### config.mk
export PLATFORM = sky130hd
export DESIGN_NAME = aha_tlx_training_monitor
export DESIGN_NICKNAME = d
export VERILOG_FILES = /design/src/rtl/aha_tlx_pkg.sv /design/src/rtl/aha_tlx_edge_detect.sv /design/src/rtl/aha_tlx_training_monitor.sv
export SDC_FILE = /design/constraint.sdc
export NUM_CORES = 1
export LEC_CHECK = 0
export CORE_MARGIN = 2
export CORE_UTILIZATION = 48
export CTS_CLUSTER_DIAMETER = 120
export CTS_CLUSTER_SIZE = 40
export DETAILED_ROUTE_END_ITERATION = 10
export HOLD_SLACK_MARGIN = 0.05
export PLACE_DENSITY = 0.76
export SYNTH_ARGS = -nofsm -noshare
export SYNTH_HDL_FRONTEND = slang
export SYNTH_SLANG_ARGS = --single-unit
### constraint.sdc
create_clock -name CLK -period 9.6 [get_ports CLK]
set_input_delay 1.92 -clock CLK [delete_from_list [all_inputs] [get_ports CLK]]
set_output_delay 1.92 -clock CLK [all_outputs]
set_load 0.01 [all_outputs]
### src/rtl/aha_tlx_pkg.sv
// Shared types and constants for the TLX RX lane training monitor.
package aha_tlx_pkg;

  localparam int unsigned TLX_WORD_W    = 32;
  localparam int unsigned TLX_ERR_CNT_W = 16;
  localparam int unsigned TLX_BIT_CNT_W = 5;

  // Monitor FSM encoding
  typedef logic [1:0] tlx_state_t;
  localparam tlx_state_t ST_IDLE   = 2'b00;
  localparam tlx_state_t ST_SEARCH = 2'b01;
  localparam tlx_state_t ST_LOCKED = 2'b10;
  localparam tlx_state_t ST_FINISH = 2'b11;

  // Number of set bits in a training-word-sized vector (0..32)
  function automatic logic [5:0] popcount32(input logic [31:0] v);
    logic [5:0] c;
    c = '0;
    for (int i = 0; i < 32; i++) begin
      c = c + 6'(v[i]);
    end
    return c;
  endfunction

endpackage

### src/rtl/aha_tlx_edge_detect.sv
// Rising-edge detector: one-cycle registered pulse the cycle after D rises.
module aha_tlx_edge_detect (
  input  logic CLK,
  input  logic RESET,
  input  logic D,
  output logic RISE_PULSE
);

  logic d_q, d_d;
  logic pulse_q, pulse_d;

  // Remember last level and flag a low-to-high transition
  always_comb begin
    d_d     = D;
    pulse_d = D & ~d_q;
  end

  // Detector state
  always_ff @(posedge CLK or posedge RESET) begin
    if (RESET) begin
      d_q     <= 1'b0;
      pulse_q <= 1'b0;
    end else begin
      d_q     <= d_d;
      pulse_q <= pulse_d;
    end
  end

  assign RISE_PULSE = pulse_q;

endmodule

### src/rtl/aha_tlx_training_monitor.sv
// TLX RX lane training monitor: deserialises one bit per clock (LSB first),
// hunts for the training word, holds word alignment and counts good/bad words.
// Optional feature macro: TLX_RX_BIT_ERR_CNT_EN adds BIT_ERR_COUNT (bit-error tally).
module aha_tlx_training_monitor
  import aha_tlx_pkg::*;
#(
  parameter int unsigned LOSS_THRESH = 4
) (
  input  logic        CLK,
  input  logic        RESET,
  input  logic        D_IN,
  input  logic        START,
  input  logic        CLEAR,
  input  logic [31:0] SEQUENCE,
  input  logic [31:0] LENGTH,
  input  logic        AUTO_STOP,
  output logic        LOCKED,
  output logic        DONE,
  output logic        LOCK_LOST,
  output logic        ACTIVE,
  output logic [31:0] MATCH_COUNT,
  output logic [15:0] ERR_COUNT
`ifdef TLX_RX_BIT_ERR_CNT_EN
  ,
  output logic [31:0] BIT_ERR_COUNT
`endif
);

  logic start_pulse;
  logic clear_pulse;

  aha_tlx_edge_detect u_start_edge (
    .CLK        (CLK),
    .RESET      (RESET),
    .D          (START),
    .RISE_PULSE (start_pulse)
  );

  aha_tlx_edge_detect u_clear_edge (
    .CLK        (CLK),
    .RESET      (RESET),
    .D          (CLEAR),
    .RISE_PULSE (clear_pulse)
  );

  // Only the upper 31 bits of the shift register are ever read back, so just those are kept
  logic [TLX_WORD_W-2:0]    hist_q, hist_d;
  logic [TLX_WORD_W-1:0]    sr_nxt;
  tlx_state_t               state_q, state_d;
  logic [TLX_BIT_CNT_W-1:0] bit_cnt_q, bit_cnt_d;
  logic [3:0]               miss_cnt_q, miss_cnt_d;
  logic [TLX_WORD_W-1:0]    match_cnt_q, match_cnt_d;
  logic [TLX_ERR_CNT_W-1:0] err_cnt_q, err_cnt_d;
  logic                     done_q, done_d;
  logic                     lost_q, lost_d;
  logic                     word_ok;
  logic                     strobe;
  logic [TLX_WORD_W-1:0]    match_inc;
  logic [3:0]               miss_inc;

`ifdef TLX_RX_BIT_ERR_CNT_EN
  logic [31:0] bit_err_q, bit_err_d;
  logic [32:0] bit_err_sum;
`endif

  // Next-state, counter and status update
  always_comb begin
    hist_d      = sr_nxt[TLX_WORD_W-1:1];
    state_d     = state_q;
    bit_cnt_d   = bit_cnt_q;
    miss_cnt_d  = miss_cnt_q;
    match_cnt_d = match_cnt_q;
    err_cnt_d   = err_cnt_q;
    done_d      = done_q;
    lost_d      = lost_q;
    sr_nxt      = {D_IN, hist_q};
    word_ok     = (sr_nxt == SEQUENCE);
    strobe      = (bit_cnt_q == 5'd31);
    match_inc   = match_cnt_q + 32'd1;
    miss_inc    = miss_cnt_q + 4'd1;
`ifdef TLX_RX_BIT_ERR_CNT_EN
    bit_err_d   = bit_err_q;
    bit_err_sum = {1'b0, bit_err_q} + 33'(popcount32(sr_nxt ^ SEQUENCE));
`endif

    if (clear_pulse) begin
      state_d     = ST_IDLE;
      bit_cnt_d   = '0;
      miss_cnt_d  = '0;
      match_cnt_d = '0;
      err_cnt_d   = '0;
      done_d      = 1'b0;
      lost_d      = 1'b0;
`ifdef TLX_RX_BIT_ERR_CNT_EN
      bit_err_d   = '0;
`endif
    end else begin
      case (state_q)
        ST_IDLE: begin
          if (start_pulse) begin
            state_d     = ST_SEARCH;
            bit_cnt_d   = '0;
            miss_cnt_d  = '0;
            match_cnt_d = '0;
            err_cnt_d   = '0;
            done_d      = 1'b0;
            lost_d      = 1'b0;
`ifdef TLX_RX_BIT_ERR_CNT_EN
            bit_err_d   = '0;
`endif
          end
        end
        ST_SEARCH: begin
          // Any bit position may be a word boundary; the first full match locks it in
          if (word_ok) begin
            state_d     = ST_LOCKED;
            match_cnt_d = match_inc;
            bit_cnt_d   = '0;
            miss_cnt_d  = '0;
          end
        end
        ST_LOCKED: begin
          bit_cnt_d = bit_cnt_q + 5'd1;
          if (strobe) begin
            if (word_ok) begin
              match_cnt_d = match_inc;
              miss_cnt_d  = '0;
              if (AUTO_STOP && (match_inc == LENGTH)) begin
                state_d = ST_FINISH;
                done_d  = 1'b1;
              end
            end else begin
              if (err_cnt_q != 16'hFFFF) begin
                err_cnt_d = err_cnt_q + 16'd1;
              end
`ifdef TLX_RX_BIT_ERR_CNT_EN
              bit_err_d = bit_err_sum[32] ? 32'hFFFF_FFFF : bit_err_sum[31:0];
`endif
              if (miss_inc == 4'(LOSS_THRESH)) begin
                state_d    = ST_SEARCH;
                lost_d     = 1'b1;
                miss_cnt_d = '0;
              end else begin
                miss_cnt_d = miss_inc;
              end
            end
          end
        end
        default: begin
          state_d = ST_IDLE;
        end
      endcase
    end
  end

  // State and counter registers
  always_ff @(posedge CLK or posedge RESET) begin
    if (RESET) begin
      hist_q      <= '0;
      state_q     <= ST_IDLE;
      bit_cnt_q   <= '0;
      miss_cnt_q  <= '0;
      match_cnt_q <= '0;
      err_cnt_q   <= '0;
      done_q      <= 1'b0;
      lost_q      <= 1'b0;
`ifdef TLX_RX_BIT_ERR_CNT_EN
      bit_err_q   <= '0;
`endif
    end else begin
      hist_q      <= hist_d;
      state_q     <= state_d;
      bit_cnt_q   <= bit_cnt_d;
      miss_cnt_q  <= miss_cnt_d;
      match_cnt_q <= match_cnt_d;
      err_cnt_q   <= err_cnt_d;
      done_q      <= done_d;
      lost_q      <= lost_d;
`ifdef TLX_RX_BIT_ERR_CNT_EN
      bit_err_q   <= bit_err_d;
`endif
    end
  end

  assign LOCKED      = (state_q == ST_LOCKED);
  assign ACTIVE      = (state_q == ST_SEARCH) || (state_q == ST_LOCKED);
  assign DONE        = done_q;
  assign LOCK_LOST   = lost_q;
  assign MATCH_COUNT = match_cnt_q;
  assign ERR_COUNT   = err_cnt_q;
`ifdef TLX_RX_BIT_ERR_CNT_EN
  assign BIT_ERR_COUNT = bit_err_q;
`endif

endmodule

==> impl_results.md, run 1 <==
- Run status: finished, final reports clean
- Total global routing track utilization: 24.9%
- Required time worst endpoint: slightly below 10,000 ps
- Critical-path maximum fanout: 4
- Critical Path End Type: register
- Worst reg2reg setup slack: 5760 ps
- Cell class contributing the biggest share of worst-path delay: simple AND/OR/NAND/NOR gates
- Post-route design area: roughly 7200 um2
- Final worst path period share: just under 50%
- Critical path class: in -> reg
- Number of synthesized register bits: 96
- Start point of the critical path: LENGTH[9]
- TritonCTS sink count: 96
- Last element of the critical path: state_q[0]
- Adder-cell share of the synthesized area: between 1.5 and 2%
- Fraction of layout cells with a size suffix above 1: 4.99%
- Post-CTS clock slew at the launch and capture registers of the worst setup and hold paths: 70 ps
- Cell count of the worst reg-to-reg path: 8
- Post-detailed-placement half-perimeter wirelength: 11,100 um
- Antenna Nets Post-Route: 0
- Clock tree root buffer cell: clkbuf_16
- Die area: 12,700 um2
- Bufs on Longest Clock Path: 2
- Aggregate negative setup slack: 0 ps
- Net count reported at finish: between 700 and 800
- Delay of the slowest critical-path stage: 590 ps
- Ant. Diodes: 0
- Floorplan core area: 11,500 um2
- Post-CTS Resized: 0
- Max-cap violations: 0
- Main combinational cell family by area after synthesis: simple AND/OR/NAND/NOR gates
- Total via count after detailed routing: 5,066
- Net count after synthesis: 694
- Instance area at placement: 6910 um2
- Post-CTS setup buffers: 0
- Reg-to-reg endpoint: state_q[0]
- Maximum resistive drop on vdd: 0.0000943 V
- Main flop type after synthesis: dfrtp_1
- Max Slew Vio Count: 0
- Slowest-stage cell, CP: nor4_1
- Largest net degree at the start of global routing: 72
- Final global-route overflow total: 0
- H-tree depth: 3
- First-pass GRT wire length: roughly 26,000 um
- Cell types with the largest area share after synthesis: dfrtp_1 (43%), xnor2_1 (10%), o21ai_0 (5.2%)
- Cell-by-cell listing of the critical path: clkdlybuf4s50_1, xnor2_1, or4bb_1, o311ai_1, o22ai_1, nor4_1, a41oi_2, nand2b_1, a311o_1
- Synthesized area divided by synthesized cell count: approximately 9.2 um2
- Largest clock skew in the final design: between 9 and 10 ps
- Count of buffers inserted at the top-level ports: 121
- Number of hold buffers added after cts: 0
- Mapped Area: 5650 um2
- Worst Hold Margin: 394 ps
- Leakage power: between 2 and 3 nW
- Worst R2R Start: MATCH_COUNT[2]
- Mux contribution to synthesized area: 1.15%
- Xor/xnor cell area share of the yosys netlist: 13.2%
- Worst path depth: 9
- Post-Syn Instances: 615
- First-pass iteration count of the detailed router: 5
- Starting DRT DRC Count: roughly 270
- Total wire length: about 15,000 um
- Compound-Gate Fraction of Synth Area: 13.8%
- Most frequent cell after synthesis: dfrtp_1
- Number of enable-type register cells in the synthesized netlist: 0
- Basic-gate share of the synthesized area counting and, or, nand and nor cells: between 20 and 25%
- Fraction of registers with async set or reset after synthesis: 100%
- Layout overhead on the synthesized area: 27.4%
- Latest clock arrival within the worst-skew pair: approximately 340 ps
- Number of warnings issued by yosys: 0
- Pre-CTS WS: 4610 ps
- Mean number of vias per cell: 5.86
- Vertical die dimension: 112 um
- Buffers & Inverters on Critical Path: 1
- Residual DRC: 0
- Final setup vio count: 0
- Highest clock frequency the design can meet: 214 MHz
- Via count of the first global-routing pass: 5,095
- Power per unit of standard cell area: about 140 nW/um2
- Initial cell density of the core: 49.3%
- CTS tree: yes
- Global placement routability congestion: 0.872
- Post-Route Utilization: a little over three fifths
- Remaining max-slew budget at the tightest pin: 30.5%
- Worst EP arrival: 4880 ps
- Number of antenna violations at the first check in global routing: 0
- Transition time at the pin with the least slew margin: 1040 ps
- Worst hold-check path type: reg -> reg
- Library cells used by synthesis: 62
- Post-layout min period: 4660 ps
- Ports: 122
- Count of final hold-check violations: 0
- Number of rows created at floorplan: 39
- Cell types with the highest counts after synthesis: dfrtp_1 (96), nand2_1 (71), xnor2_1 (66)
- Seq/Total Area, Yosys: a little over two fifths
- Worst setup SP type: input pin
- Fraction of post-synthesis cell area in the top cell type by area: 42.5%
- Final worst slack: ~4900 ps
- Die boundary width: 112 um
- Routed WL per cell: 17.4 um
- Cell type contributing the most total cell area after synthesis: dfrtp_1
- Clock buffers created by TritonCTS: 9
- Unrepaired setup endpoints after global routing: false
-- layout by cell type (no fill, tap or decap), types with 3 or more instances in the layout --
cell               n
clkdlybuf4s50_1  121
or4_1              5
nand3_1           21
o22ai_1            3
inv_1             10
and4_1             4
buf_4              3
xor2_1            19
a21oi_1           16
xnor2_1           66
o21a_1             3
nor3_1            19
nor2_1            38
nand4_1           25
nand2_1           71
a21o_1             3
nor4_1            14
or3_1              9
ha_1               9
o41ai_1            5
nor2b_1           12
mux2_2             4
o31ai_1           12
a31oi_1            3
nand2b_1           8
and3_1            10
clkbuf_16          9
dfrtp_1           96
o21ai_0           59
-- worst register-to-register path, stage by stage (launching register included) --
cell,delay [ps]
dfrtp_1,540
nand4_1,500
or4_1,870
o21ai_0,230
a21oi_1,100
nor4_1,600
a41oi_2,290
nand2b_1,230
a311o_1,370
-- area by class of cell --
cell class / count / area, um2
fillers: 958 / 4270
multi-input cells: 476 / 3060
flip-flops and latches: 96 / 2400
repair buffers: 124 / 1230
clock buffers: 10 / 239
well taps: 143 / 179
inverters: 11 / 42.5
clock inverters: 5 / 41.3
-- layer usage --
metal	vias to the layer above	part of all wire [%]	track usage, %
met5	-	0	0
met4	0	1.9	8.29
met3	23	6.6	5.02
met2	185	49	43.4
met1	2444	42	30.9
li1	2414	-	-
-- registers in the layout, summed over array words and instances (netlist names) --
| register | cells |
|---|---|
| DONE | 1 |
| ERR_COUNT | 16 |
| LOCK_LOST | 1 |
| MATCH_COUNT | 32 |
| bit_cnt_q | 5 |
| hist_q | 31 |
| miss_cnt_q | 4 |
| state_q | 2 |
| u_clear_edge.RISE_PULSE | 1 |
| u_clear_edge.d_q | 1 |
| u_start_edge.RISE_PULSE | 1 |
| u_start_edge.d_q | 1 |
-- metrics by stage --
step	power (mW)	std cells
after CTS	1.03	865
final	1.03	865
after global placement	0.677	850
after global routing	1.08	865
after detailed placement	0.686	850
after floorplan	0.591	615
-- power breakdown --
| group | leakage (nW) | internal [mW] | switching (mW) | total (mW) |
|---|---|---|---|---|
| clock network | 0.131 | 0.183 | 0.161 | 0.344 |
| registers | 1.26 | 0.421 | 0.0186 | 0.440 |
| logic | 1.36 | 0.0984 | 0.143 | 0.241 |
| total | 2.75 | 0.703 | 0.322 | 1.03 |
-- kinds of logic (layout without fill, tap and decap cells) --
group / count (synthesis) / count (layout)
flops: 96 / 96
simple gates: 254 / 254
xor+xnor: 85 / 85
mux: 6 / 6
compound gates: 122 / 122
fa+ha+maj: 9 / 9
buf+inv: 43 / 150
-- worst min-delay path by stage --
| stage | slack, ps | startpoint | cells after the start | endpoint |
|---|---|---|---|---|
| 2_1_floorplan | 370 | hist_q[1] | 0 | hist_q[0] |
| 3_3_place_gp | 380 | hist_q[12] | 0 | hist_q[11] |
| 3_5_place_dp | 380 | hist_q[26] | 0 | hist_q[25] |
| 4_1_cts | 400 | hist_q[24] | 0 | hist_q[23] |
| 5_1_grt | 400 | hist_q[24] | 0 | hist_q[23] |
| 6_report | 390 | hist_q[26] | 0 | hist_q[25] |
(Power assumes the default switching activity.)
==> run 2, diff against run 1 <==
==> constraint.sdc (replaced) <==
create_clock -name CLK -period 4.3 [get_ports CLK]
set_input_delay 0.86 -clock CLK [delete_from_list [all_inputs] [get_ports CLK]]
set_output_delay 0.86 -clock CLK [all_outputs]
set_load 0.01 [all_outputs]
==> impl_results.md, run 2 (synthesized netlist as in run 1, its figures left out) <==
- Worst EP arrival: 4010 ps (was 4880 ps)
- TritonCTS sink count: 96 (unchanged)
- First-pass iteration count of the detailed router: 4 (was 5)
- Routed WL per cell: 17.1 um (was 17.4 um)
- Largest register FFs: 32 (unchanged)
- Latest clock arrival within the worst-skew pair: 350 ps (was 340 ps)
- Highest clock frequency the design can meet: 264 MHz
- Number of antenna violations at the first check in global routing: 0 (unchanged)
- Number of hold buffers added after cts: 0 (unchanged)
- Global placement routability congestion: 0.862 (was 0.872)
- Transition time at the pin with the least slew margin: 1070 ps (was 1040 ps)
- Required time worst endpoint: 4530 ps (was 9820 ps)
- Vertical die dimension: 112 um (unchanged)
- Post-CTS setup buffers: 0 (unchanged)
- Worst setup SP type: register (was input pin)
- Count of buffers inserted at the top-level ports: 121 (unchanged)
- Die area: 12,700 um2 (unchanged)
- Most frequent standard cell in the layout excluding fill and tap cells: clkdlybuf4s50_1 (unchanged)
- Slowest-stage cell, CP: or4_1 (was nor4_1)
- Residual DRC: 0 (unchanged)
- Post-layout min period: 3780 ps
- Remaining max-slew budget at the tightest pin: 28.6% (was 30.5%)
- Count of final hold-check violations: 0 (unchanged)
- Worst hold-check path type: reg -> reg (unchanged)
- Number of filler cells placed in the layout: 960 (was 958)
- Total wire length: 14,800 um (was 15,100 um)
- Post-CTS clock slew at the launch and capture registers of the worst setup and hold paths: 70 ps (about the same)
- CTS tree: yes (unchanged)
- Worst R2R Start: MATCH_COUNT[4] (was MATCH_COUNT[2])
- Antenna Nets Post-Route: 0 (unchanged)
- Aggregate negative setup slack: 0 ps (unchanged)
- Via count of the first global-routing pass: 5,032 (was 5,095)
- Total global routing track utilization: 24.2% (was 24.9%)
- Post-CTS Resized: 0 (unchanged)
- Ports: 122 (unchanged)
- Final worst path period share: 88.0%
- Number of rows created at floorplan: 39 (unchanged)
- Layout overhead on the synthesized area: 28.0% (was 27.4%)
- Cell-by-cell listing of the critical path: nand3_1, or4_1, o21ai_0, a21oi_1, nor4_1, a41oi_2, nand2b_1, a311o_1 (was clkdlybuf4s50_1, xnor2_1, or4bb_1, o311ai_1, o22ai_1, nor4_1, a41oi_2, nand2b_1, a311o_1)
- Floorplan core area: 11,500 um2 (unchanged)
- Max-cap violations: 0 (unchanged)
- Clock tree root buffer cell: clkbuf_16 (unchanged)
- Total via count after detailed routing: 5,105 (was 5,066)
- Bufs on Longest Clock Path: 2 (unchanged)
- Initial cell density of the core: 49.3% (unchanged)
- H-tree depth: 3 (unchanged)
- Worst reg2reg setup slack: 520 ps (was 5760 ps)
- Max Slew Vio Count: 0 (unchanged)
- Critical path class: reg -> reg (was in -> reg)
- Run status: finished, final reports clean (unchanged)
- Fraction of layout cells with a size suffix above 1: 5.64% (was 4.99%)
- Mean number of vias per cell: 5.87 (was 5.86)
- Critical-path maximum fanout: 13 (was 4)
- Final global-route overflow total: 0 (unchanged)
- Leakage power: 2.78 nW (was 2.75 nW)
- Largest net degree at the start of global routing: 57 (was 72)
- Clock buffers created by TritonCTS: 9 (unchanged)
- Net count reported at finish: 802 (was 797)
- Post-detailed-placement half-perimeter wirelength: 10,900 um (was 11,100 um)
- Unrepaired setup endpoints after global routing: false (unchanged)
- Largest clock skew in the final design: 11.4 ps (was 9.06 ps)
- Startpoint of the most critical hold path: u_start_edge.d_q (was hist_q[26])
- Delay of the slowest critical-path stage: 820 ps (was 590 ps)
- Starting DRT DRC Count: 249 (was 268)
- Final setup vio count: 0 (unchanged)
- Ant. Diodes: 0 (unchanged)
- Die boundary width: 112 um (unchanged)
- Post-Route Utilization: 63.1% (was 62.7%)
- First-pass GRT wire length: 24,700 um (was 25,500 um)
- Most frequent cells in the layout: clkdlybuf4s50_1 (121), dfrtp_1 (96), nand2_1 (71) (unchanged)
- Power per unit of standard cell area: 312 nW/um2 (was 143 nW/um2)
- Maximum resistive drop on vdd: 0.000190 V (was 0.0000943 V)
- Critical Path End Type: register (unchanged)
- Start point of the critical path: MATCH_COUNT[4] (was LENGTH[9])
## run 2: changes by cell type in the layout (fill, tap and decap cells not counted), sizes merged
cell / delta
clkinv: +1
inv: +1
clkinvlp: -1
buf: +5
clkbuf: -1
## run 2: through the flow
stage	instances	hold WS [ps]	setup slack, ps	power [mW]	area (um2)
global route	870	406	197	2.38	7230
global placement	855	376	409	1.51	6960
floorplan	615	373	935	1.32	5650
finish	870	396	516	2.26	7230
CTS	870	398	537	2.27	7230
detailed placement	855	382	334	1.53	6960
## run 2: final timing paths
kind | to | cells after the start
worst min register to register | u_start_edge.RISE_PULSE | 1
worst max register to register | state_q[0] | 8
worst max-delay path | state_q[0] | 8
max in group asynchronous | hist_q[30] | 3
min in group asynchronous | ERR_COUNT[3] | 2
worst min-delay path | u_start_edge.RISE_PULSE | 1
## run 2: worst max-delay path: cells and delay by family (launching register included)
family             cells  cell delay (ps)
and+or+nand+nor        4             2120
AOI/OAI and AO/OA      4              960
DFF                    1              570
## run 2: area by class of cell
class / instances / area (um2) / area share (%)
multi-input combinational: 476 / 3060 / 42.3
clock inverter: 6 / 43.8 / 0.605
inverter: 11 / 42.5 / 0.588
sequential: 96 / 2400 / 33.2
timing repair buffer: 129 / 1280 / 17.7
tap: 143 / 179 / 2.47
clock buffer: 9 / 225 / 3.11
## run 2: report_power, final
group	leakage, nW	switching (mW)	internal, mW
logic	1.39	0.313	0.220
registers	1.26	0.0395	0.941
clock network	0.132	0.350	0.392
total	2.78	0.703	1.55
## run 2: layer usage
metal  GRT usage, %  part of all wire [%]
met5              0                     0
met4           8.21                   1.7
met3           4.54                   6.5
met2           41.5                    49
met1           30.9                    43
==> run 3, diff against run 2 <==
--- a/config.mk
+++ b/config.mk
@@ -11,6 +11,7 @@
 export CTS_CLUSTER_SIZE = 40
 export DETAILED_ROUTE_END_ITERATION = 10
 export HOLD_SLACK_MARGIN = 0.05
+export MAX_ROUTING_LAYER = met4
 export PLACE_DENSITY = 0.76
 export SYNTH_ARGS = -nofsm -noshare
 export SYNTH_HDL_FRONTEND = slang
==> impl_results.md, run 3 (synthesized netlist as in run 1, its figures left out) <==
- Residual DRC: 0 (unchanged)
- Cell count of the worst reg-to-reg path: 8 (unchanged)
- Ant. Diodes: 0 (unchanged)
- Maximum resistive drop on vdd: 0.000191 V (was 0.000190 V)
- Pre-CTS WS: 334 ps (unchanged)
- Met2 demand-to-capacity share in global routing: 41.3% (was 41.5%)
- Met3 routing resource usage after global routing: 4.54% (unchanged)
- H-tree depth: 3 (unchanged)
- Max-cap violations: 0 (unchanged)
- Final setup vio count: 0 (unchanged)
- Antenna Nets Post-Route: 0 (unchanged)
- Aggregate negative setup slack: 0 ps (unchanged)
- Required time worst endpoint: 4530 ps (about the same)
- Starting DRT DRC Count: 250 (was 249)
- Worst EP arrival: 4060 ps (was 4010 ps)
- Count of final hold-check violations: 0 (unchanged)
- CTS tree: yes (unchanged)
- TritonCTS sink count: 96 (unchanged)
- Floorplan core area: 11,500 um2 (unchanged)
- Largest net degree at the start of global routing: 57 (unchanged)
- Fraction of layout cells with a size suffix above 1: 5.64% (unchanged)
- Post-route design area: 7230 um2 (unchanged)
- Post-layout min period: 3830 ps (was 3780 ps)
- Routed WL per cell: 17.1 um (about the same)
- Count of buffers inserted at the top-level ports: 121 (unchanged)
- Mean number of vias per cell: 5.85 (was 5.87)
- Vertical die dimension: 112 um (unchanged)
- Met1 Use GR: 31.2% (was 30.9%)
- Post-Place Cells: 855 (unchanged)
- Bufs on Longest Clock Path: 2 (unchanged)
- Worst setup SP type: register (unchanged)
- Post-CTS setup buffers: 0 (unchanged)
- Latest clock arrival within the worst-skew pair: 350 ps (about the same)
- Final Non-Filler Cells: 870 (unchanged)
- Final global-route overflow total: 0 (unchanged)
- Critical-path maximum fanout: 13 (unchanged)
- Power per unit of standard cell area: 312 nW/um2 (about the same)
- Total wire length: 14,800 um (about the same)
- Largest register FFs: 32 (unchanged)
- Most frequent standard cell in the layout excluding fill and tap cells: clkdlybuf4s50_1 (unchanged)
- Leakage power: 2.78 nW (unchanged)
- Most frequent cells in the layout: clkdlybuf4s50_1 (121), dfrtp_1 (96), nand2_1 (71) (unchanged)
- Clock tree root buffer cell: clkbuf_16 (unchanged)
- Via count of the first global-routing pass: 5,027 (was 5,032)
- Total via count after detailed routing: 5,088 (was 5,105)
- Highest clock frequency the design can meet: 261 MHz (was 264 MHz)
- Layout overhead on the synthesized area: 28.0% (unchanged)
- Instance area at placement: 6960 um2 (unchanged)
- Final worst slack: 466 ps (was 516 ps)
- Unrepaired setup endpoints after global routing: false (unchanged)
- Number of antenna violations at the first check in global routing: 0 (unchanged)
- Post-detailed-placement half-perimeter wirelength: 10,900 um (unchanged)
- Total global routing track utilization: 24.9% (was 24.2%)
- Number of hold buffers added after cts: 0 (unchanged)
- Largest clock skew in the final design: 9.02 ps (was 11.4 ps)
- Global placement routability congestion: 0.875 (was 0.862)
- Number of rows created at floorplan: 39 (unchanged)
- Max Slew Vio Count: 0 (unchanged)
- Die boundary width: 112 um (unchanged)
- Global route hottest layer: met2 (unchanged)
- Hold Path Stages: 1 (unchanged)
- Initial cell density of the core: 49.3% (unchanged)
- Net count reported at finish: 802 (unchanged)
- Post-CTS Resized: 0 (unchanged)
- First-pass iteration count of the detailed router: 5 (was 4)
- Run status: finished, final reports clean (unchanged)
- Worst hold-check path type: reg -> reg (unchanged)
- Final worst path period share: 89.2% (was 88.0%)
- Transition time at the pin with the least slew margin: 1020 ps (was 1070 ps)
- Remaining max-slew budget at the tightest pin: 31.9% (was 28.6%)
- Die area: 12,700 um2 (unchanged)
- Critical Path End Type: register (unchanged)
- First-pass GRT wire length: 24,700 um (about the same)
- Ports: 122 (unchanged)
- Clock buffers created by TritonCTS: 9 (unchanged)
- Critical path class: reg -> reg (unchanged)
- Post-CTS clock slew at the launch and capture registers of the worst setup and hold paths: 70 ps (about the same)
## run 3: metrics by stage
| stage | hold WS [ps] | util (%) | power, mW |
|---|---|---|---|
| after floorplan | 373 | - | 1.32 |
| after global placement | 376 | 60.7 | 1.51 |
| after CTS | 398 | 63.1 | 2.27 |
| after global routing | 406 | 63.1 | 2.38 |
| after detailed placement | 382 | 60.7 | 1.53 |
| final | 395 | 63.1 | 2.26 |
## run 3: critical path, cell delays in order (launching register included)
cell and delay [ps]:
dfrtp_1 570, nand3_1 460, or4_1 830, o21ai_0 230, a21oi_1 100, nor4_1 680
a41oi_2 280, nand2b_1 210, a311o_1 350
## run 3: final timing paths
path / from / to / slack (ps)
worst min-delay path: u_clear_edge.d_q / u_clear_edge.RISE_PULSE / 400
min in group asynchronous: RESET / ERR_COUNT[3] / 940
max in group asynchronous: RESET / hist_q[28] / 2620
worst max-delay path: MATCH_COUNT[4] / state_q[0] / 470
worst max register to register: MATCH_COUNT[4] / state_q[0] / 470
worst min register to register: u_clear_edge.d_q / u_clear_edge.RISE_PULSE / 400
## run 3: area by class of cell
type / instances / area [um2]
multi-input combinational: 476 / 3060
inverter: 11 / 42.5
clock buffer: 9 / 225
sequential: 96 / 2400
clock inverter: 6 / 43.8
tap: 143 / 179
fill: 960 / 4230
timing repair buffer: 129 / 1280
## run 3: layer usage
| metal | vias up | routed length (um) |
|---|---|---|
| met2 | 191 | 7350 |
| li1 | 2421 | - |
| met1 | 2454 | 6290 |
| met4 | 0 | 223 |
| met3 | 22 | 967 |
| met5 | - | 0 |
## run 3: power breakdown
group	internal, mW	switching (mW)	leakage [nW]
logic	0.220	0.310	1.39
registers	0.941	0.0396	1.26
clock network	0.392	0.353	0.132
